===== src/rtl/x_round_sequencer_if.sv =====
// rtl/x_round_sequencer_if.sv - key load, job handshake and result bundle for the X round sequencer
interface x_round_sequencer_if #(
  parameter int KAW = 4
);
  logic           key_we;
  logic [KAW-1:0] key_addr;
  logic [7:0]     key_din;
  logic           start;
  logic [7:0]     d_in;
  logic           ready;
  logic           busy;
  logic [KAW-1:0] round;
  logic [7:0]     d_out;
  logic           valid;

  modport master (
    output key_we, key_addr, key_din, start, d_in,
    input  ready, busy, round, d_out, valid
  );

  modport slave (
    input  key_we, key_addr, key_din, start, d_in,
    output ready, busy, round, d_out, valid
  );
endinterface


===== src/rtl/x_round_sequencer.sv =====
// rtl/x_round_sequencer.sv - byte-wide XOR-with-key round controller with rotl1 diffusion between rounds
module x_round_sequencer #(
  parameter int ROUNDS = 10,
  parameter int KAW    = 4
) (
  input  logic                clk,
  input  logic                rst,
  x_round_sequencer_if.slave  bus
);
  localparam logic [KAW:0]   ROUNDS_W = (KAW+1)'(ROUNDS);
  localparam logic [KAW-1:0] LAST_RND = KAW'(ROUNDS - 1);

  typedef enum logic {
    S_IDLE = 1'b0,
    S_RUN  = 1'b1
  } state_t;

  state_t         state, state_n;
  logic [7:0]     key_bank [ROUNDS];
  logic [7:0]     st, st_n;
  logic [7:0]     d_out_q, d_out_n;
  logic [7:0]     mix;
  logic [KAW-1:0] round_q, round_n;
  logic           valid_q, valid_n;
  logic           key_wr;

  always_ff @(posedge clk or posedge rst) begin
    if (rst) begin
      state   <= S_IDLE;
      st      <= 8'h00;
      round_q <= '0;
      d_out_q <= 8'h00;
      valid_q <= 1'b0;
    end else begin
      state   <= state_n;
      st      <= st_n;
      round_q <= round_n;
      d_out_q <= d_out_n;
      valid_q <= valid_n;
    end
  end

  // Keys only change while idle, so a job always sees one consistent bank.
  always_ff @(posedge clk or posedge rst) begin
    if (rst) begin
      for (int i = 0; i < ROUNDS; i++) begin
        key_bank[i] <= 8'h00;
      end
    end else if (key_wr) begin
      key_bank[bus.key_addr] <= bus.key_din;
    end
  end

  always_comb begin
    state_n = state;
    st_n    = st;
    round_n = round_q;
    d_out_n = d_out_q;
    valid_n = 1'b0;
    key_wr  = 1'b0;
    mix     = st ^ key_bank[round_q];
    case (state)
      S_IDLE: begin
        key_wr = bus.key_we && ({1'b0, bus.key_addr} < ROUNDS_W);
        if (bus.start) begin
          st_n    = bus.d_in;
          round_n = '0;
          state_n = S_RUN;
        end
      end
      S_RUN: begin
        // The final round skips the rotate and publishes the result.
        if (round_q == LAST_RND) begin
          d_out_n = mix;
          valid_n = 1'b1;
          round_n = '0;
          state_n = S_IDLE;
        end else begin
          st_n    = {mix[6:0], mix[7]};
          round_n = round_q + KAW'(1);
        end
      end
      default: begin
        state_n = S_IDLE;
      end
    endcase
  end

  assign bus.ready = (state == S_IDLE);
  assign bus.busy  = (state == S_RUN);
  assign bus.round = round_q;
  assign bus.d_out = d_out_q;
  assign bus.valid = valid_q;
endmodule

===== src/flat_wrapper.sv =====
// flat-port wrapper written by rule: the top's interface ports become plain ports
module x_round_sequencer_flat 
#(
  parameter int ROUNDS = 10,
  parameter int KAW    = 4
)
  (clk, rst, bus_key_we, bus_key_addr, bus_key_din, bus_start, bus_d_in, bus_ready, bus_busy, bus_round, bus_d_out, bus_valid);
  x_round_sequencer_if #(.KAW(KAW)) bus_i ();
  input  logic clk;
  input  logic rst;
  input wire logic [$bits(bus_i.key_we)-1:0] bus_key_we;
  input wire logic [$bits(bus_i.key_addr)-1:0] bus_key_addr;
  input wire logic [$bits(bus_i.key_din)-1:0] bus_key_din;
  input wire logic [$bits(bus_i.start)-1:0] bus_start;
  input wire logic [$bits(bus_i.d_in)-1:0] bus_d_in;
  output wire logic [$bits(bus_i.ready)-1:0] bus_ready;
  output wire logic [$bits(bus_i.busy)-1:0] bus_busy;
  output wire logic [$bits(bus_i.round)-1:0] bus_round;
  output wire logic [$bits(bus_i.d_out)-1:0] bus_d_out;
  output wire logic [$bits(bus_i.valid)-1:0] bus_valid;
  assign bus_i.key_we = bus_key_we;
  assign bus_i.key_addr = bus_key_addr;
  assign bus_i.key_din = bus_key_din;
  assign bus_i.start = bus_start;
  assign bus_i.d_in = bus_d_in;
  assign bus_ready = bus_i.ready;
  assign bus_busy = bus_i.busy;
  assign bus_round = bus_i.round;
  assign bus_d_out = bus_i.d_out;
  assign bus_valid = bus_i.valid;
  x_round_sequencer #(.ROUNDS(ROUNDS), .KAW(KAW)) u_core (.clk(clk), .rst(rst), .bus(bus_i));
endmodule

===== config.mk =====
export PLATFORM = sky130hd
export DESIGN_NAME = x_round_sequencer_flat
export DESIGN_NICKNAME = d
export VERILOG_FILES = /design/src/rtl/x_round_sequencer_if.sv /design/src/rtl/x_round_sequencer.sv /design/src/flat_wrapper.sv
export SDC_FILE = /design/constraint.sdc
export NUM_CORES = 1
export LEC_CHECK = 0
export ABC_AREA = 1
export CORE_ASPECT_RATIO = 1.4
export CORE_UTILIZATION = 48
export DETAILED_ROUTE_END_ITERATION = 16
export GPL_ROUTABILITY_DRIVEN = 1
export HOLD_SLACK_MARGIN = 0.06
export PLACE_DENSITY = 0.76
export SETUP_SLACK_MARGIN = 0.1
export SYNTH_ARGS = -nofsm -noshare
export SYNTH_HDL_FRONTEND = slang
export SYNTH_SLANG_ARGS = --single-unit
export TNS_END_PERCENT = 1

===== constraint.sdc =====
create_clock -name clk -period 4.73 [get_ports clk]
set_input_delay 0.946 -clock clk [delete_from_list [all_inputs] [get_ports clk]]
set_output_delay 0.946 -clock clk [all_outputs]
set_load 0.05 [all_outputs]

==> results_dict.tcl, run 1 <==
set metrics [dict create \
    synth.ff_latch_count 102 \
    setup_viol 0 \
    area_growth_pct 12.9 \
    synthAdderAreaFrac_pct 0.480 \
    syn_area_per_cell_um2 7.84 \
    skew_ps 8.04 \
    numCtsBuffers 9 \
    yosysWarnings 0 \
    antenna_cells 0 \
    yosysUniqueCellTypes 27 \
    crit_family "buffers and inverters" \
    synth_xor_area_share_pct 0.336 \
    fin_crit_sh_pct 67.2 \
    drt-initial-drc-count 373 \
    synth_top_family_by_area "simple AND/OR/NAND/NOR gates" \
    yosysTopAreaCell "dfrtp_1" \
    relSlewSlack_pct 34.9 \
    fin_util_pct 56.3 \
    remaining_drc_errors 0 \
    slowest_stage "clkdlybuf4s50_1" \
    seqCellArea_mm2 0.00255 \
    ys.flop_type "dfrtp_1" \
    cts_tree "built" \
    fp.coreArea_mm2 0.0105 \
    synthMuxAreaShare_pct 0 \
    synth.net_count 691 \
    ant_nets 0 \
    nNetsFinal 715 \
    total_leakage_power_nw 2.90 \
    netlist_instances 665 \
    critPathMaxFanout 21 \
    period_needed_ps 3180 \
    grt_use_total_pct 22.1 \
    hold_viol 0 \
    ys_top_cells_by_count "266 x nand2_1, 102 x dfrtp_1, 72 x o21ai_1" \
    critPathKind "flip-flop to output pin" \
    overflow 0 \
    grt_pass1_wl_um 20000 \
    clk_transition_reported_paths_ps 70 \
    busiest_layer "met2" \
    holdWs_ps 479 \
    postCtsResizedCells 0 \
    gr-usage-met3_pct 3.59 \
    tns_ps 0 \
    yosysMostFrequentCell "nand2_1" \
    required_ps 3780 \
    start_util_pct 49.8 \
    path_cells "clkdlybuf4s50_1" \
    cts_setup_buffers 0 \
    max_freq_mhz 314 \
    fillerInstances 981 \
    synth_edf_count 0 \
    htree_levels 3 \
    holdBufCountCts 0 \
    synth_top_cell_area_share_pct 49.0 \
    multi_input_area_mm2 0.00216 \
    drtPass1Iterations 5 \
    cap_violations 0 \
    dpl-instance-area_mm2 0.00558 \
    status "finished clean" \
    clockRootBuffer "clkbuf_16" \
    vias_per_cell 5.13 \
    port-buffer-count 38 \
    clockBufferDepth 2 \
    fin_area_mm2 0.00588 \
    pre_cts_ws_ps 1980 \
    synthTopCellsByArea "dfrtp_1 49%, nand2_1 19%, o21ai_1 6.9%, nand3_1 6.3%, inv_1 5.0%" \
    hold_class "flip-flop to flip-flop" \
    dr_total_vias 4266 \
    cp.arrival_ps 2230 \
    die_x_um 90.1 \
    grt_start_max_net_pins 81 \
    hpwl_um 7740 \
    ys_async_sr_fraction_pct 100 \
    dieArea_mm2 0.0113 \
    synth_seq_area_share_pct 49.0 \
    use_met1_pct 27.9 \
    setup_ws_ps 1550 \
    cts.sinks 102 \
    fin_total_pwr_mw 3.63 \
    insertion_delay_ps 340 \
    dieHeight_um 125 \
    drive_above_1_share_pct 7.07 \
    wl_per_cell_um 14.0 \
    slew_viol_final 0 \
    use_met2_pct 38.2 \
    vdd_drop_max_uv 258 \
    grt_pass1_vias 4203 \
    cp-start-kind "flip-flop" \
    worst_pin_slew_ps 977 \
    ios 39 \
    yosys.area_share.simple_pct 31.8 \
    rows 44 \
    gp_congestion 0.796 \
    synthesis.area_mm2 0.00521 \
    place_inst 816 \
    antenna_found_initial 0 \
    power.density_mw_per_mm2 617 \
    synth_compound_area_share_pct 8.71 \
    final_cells 831 \
    end_kind "output pin" \
    slowest_delay_ps 950 \
    worst-path-buf-inv 1 \
    finalWirelength_um 11600 \
    rsz0062_at_grt "no" \
]
[state kept, by name, summed over array words and instances (netlist names)]
register	count
u_core.key_bank	80
u_core.bus.d_out	8
u_core.st	8
u_core.bus.busy	1
u_core.bus.round	4
u_core.bus.valid	1
[layout make-up]
type | instances | area share (%)
sequential | 102 | 43.4
multi-input combinational | 459 | 36.7
timing repair buffer | 40 | 6.72
inverter | 77 | 5.12
clock buffer | 11 | 3.95
tap | 138 | 2.93
clock inverter | 4 | 1.23
[power by group]
part	internal [mW]	switching, mW	total [mW]
Sequential	1.15	0.230	1.38
Clock	0.460	0.305	0.765
Combinational	0.517	0.974	1.49
Total	2.12	1.51	3.63
[logic make-up (layout without fill, tap and decap cells)]
| group | count (synthesis) | after routing |
|---|---|---|
| AO/OA/AOI/OAI | 84 | 84 |
| XOR/XNOR | 2 | 2 |
| adder cells (fa/ha/maj) | 2 | 2 |
| buffers and inverters | 104 | 132 |
| flip-flops | 102 | 102 |
| AND/OR/NAND/NOR | 371 | 371 |
[placed cells by master, fill, tap and decap left out, types with 2 or more instances in the layout]
cell,count
buf_4,2
bufinv_16,2
clkbuf_1,2
clkbuf_16,9
clkdlybuf4s50_1,38
dfrtp_1,102
ha_1,2
inv_1,68
inv_2,6
nand2_1,266
nand2_2,2
nand2_4,3
nand3_1,66
nand3_4,8
nor2_1,22
o21ai_1,72
o21ai_2,8
o22ai_1,3
[metal layers]
metal / share of wire [%] / vias to the layer above / wire (µm)
met3: 4.4 / 20 / 511
met4: 1.9 / 0 / 216
li1: - / 2128 / -
met1: 43 / 1981 / 5020
met2: 50 / 137 / 5860
met5: 0 / - / 0
[path summary, 6_finish.rpt]
| check | startpoint | end | depth (start not counted) | slack, ps |
|---|---|---|---|---|
| min in group asynchronous | rst | u_core.key_bank[36] | 2 | 1200 |
| min | u_core.bus.d_out[5] | u_core.bus.d_out[5] | 2 | 480 |
| max reg2reg | u_core.bus.round[1] | u_core.st[2] | 9 | 1980 |
| max in group asynchronous | rst | u_core.key_bank[40] | 3 | 2640 |
| max | u_core.bus.round[1] | bus_round[1] | 1 | 1550 |
| min reg2reg | u_core.bus.d_out[5] | u_core.bus.d_out[5] | 2 | 480 |
(Power assumes the default switching activity.)
==> run 2, diff against run 1 <==
Settings changed: PLACE_DENSITY 0.76 to 0.79.
Clock period 4.73 ns to 2.7 ns, I/O delays scaled along.
==> results_dict.tcl, run 2 (synthesis results as in run 1) <==
set metrics [dict create \
    status "finished clean" \
    critPathKind "flip-flop to output pin" \
    crit_family "buffers and inverters" \
    slew_viol_final 0 \
    cap_violations 0 \
    clk_transition_reported_paths_ps 60 \
    vias_per_cell 5.18 \
    cp-start-kind "flip-flop" \
    fp.coreArea_mm2 0.0105 \
    top_layer_used "met4" \
    skew_ps 4.56 \
    clockBufferDepth 2 \
    overflow 0 \
    cp.arrival_ps 1800 \
    vdd_drop_max_uv 564 \
    worst_pin_slew_ps 731 \
    multi_input_area_mm2 0.00216 \
    drt-met1-wl_um 4880 \
    dieArea_mm2 0.0113 \
    final_cells 836 \
    total_leakage_power_nw 2.94 \
    slowest_stage "clkdlybuf4s50_1" \
    crit_start "u_core.bus.busy" \
    largest-register "u_core.key_bank" \
    die_x_um 90.1 \
    power.density_mw_per_mm2 1090 \
    place_inst 821 \
    critPathMaxFanout 9 \
    drive_above_1_share_pct 8.17 \
    hold_class "flip-flop to flip-flop" \
    fin_crit_sh_pct 86.6 \
    relSlewSlack_pct 51.2 \
    path_cells "clkinv_4 -> clkdlybuf4s50_1" \
    hold_viol 0 \
    grt_pass1_vias 4306 \
    final_cell_mix "266 x nand2_1, 102 x dfrtp_1, 72 x o21ai_1" \
    nNetsFinal 720 \
    drt-initial-drc-count 384 \
    worst-path-buf-inv 2 \
    final_common_cell "nand2_1" \
    grt_pass1_wl_um 20400 \
    antenna_cells 0 \
    drtPass1Iterations 5 \
    area_growth_pct 14.4 \
    insertion_delay_ps 350 \
    hpwl_um 7950 \
    start_util_pct 49.8 \
    holdBufCountCts 0 \
    required_ps 2160 \
    end_kind "output pin" \
    gp_congestion 0.821 \
    ios 39 \
    remaining_drc_errors 0 \
    ant_nets 0 \
    fillerInstances 963 \
    largest_reg_flops 80 \
    dieHeight_um 125 \
    slowest_delay_ps 810 \
    grt_start_max_net_pins 103 \
    tns_ps 0 \
    antenna_found_initial 0 \
    finalWirelength_um 11700 \
    cts_tree "built" \
    rsz0062_at_grt "no" \
    rows 44 \
    port-buffer-count 38 \
    numCtsBuffers 9 \
    cts.sinks 102 \
    met3WireLength_um 489 \
    r2r-start "u_core.bus.round[0]" \
    grt_use_total_pct 22.6 \
    dr_total_vias 4330 \
    wl_per_cell_um 14.0 \
    htree_levels 3 \
    clockRootBuffer "clkbuf_16" \
    cts_setup_buffers 0 \
    worstHoldStart "u_core.bus.d_out[1]" \
    fin_total_pwr_mw 6.51 \
    setup_viol 0 \
    wl_met2_um 6080 \
    seqCellArea_mm2 0.00255 \
    max_freq_mhz 428 \
    postCtsResizedCells 0 \
    period_needed_ps 2340 \
    fin_util_pct 57.0 \
]
## run 2: cell types whose count changed in the layout (fill, tap and decap cells not counted), sizes merged
cell	previous run	this run
buf	2	8
clkinv	2	3
clkdlybuf4s50	38	37
inv	76	75
## run 2: path summary, 6_finish.rpt
path | slack, ps | end | cells after the start
hold reg to reg | 480 | u_core.bus.d_out[1] | 2
max in group asynchronous | 1600 | u_core.key_bank[25] | 3
setup reg to reg | 670 | u_core.st[0] | 10
min in group asynchronous | 690 | u_core.bus.round[2] | 3
hold / removal | 480 | u_core.bus.d_out[1] | 2
setup / recovery | 360 | bus_ready | 2
## run 2: report_power, final
| group | switching (mW) | internal [mW] | leakage [nW] | total, mW |
|---|---|---|---|---|
| combinational | 1.84 | 0.957 | 1.41 | 2.80 |
| sequential | 0.306 | 2.01 | 1.37 | 2.32 |
| clock | 0.544 | 0.854 | 0.161 | 1.40 |
| total | 2.69 | 3.82 | 2.94 | 6.51 |
## run 2: area by class of cell
cell class	instances	area share [%]
clock buffer	11	4.24
multi-input combinational	459	36.2
inverter	77	5.08
clock inverter	4	1.17
sequential	102	42.8
timing repair buffer	45	7.64
tap	138	2.90
## run 2: tightest hold or removal path, cell delays in order, from the launching register on
cell and delay [ps]:
dfrtp_1 340, nand2_1 50, nand2_1 50
## run 2: metal layers
layer  vias up  track usage [%]
met5         -                0
li1       2141                -
met3        17             2.55
met4         0             8.92
met2       111             39.9
met1      2061             28.3
## run 2: through the flow
step                instance area (µm²)  hold slack (ps)  worst slack, ps
global route                       5960              510              298
global placement                   5640              461              605
detailed placement                 5640              469              568
CTS                                5960              486              350
floorplan                          5220              455              615
finish                             5960              480              361
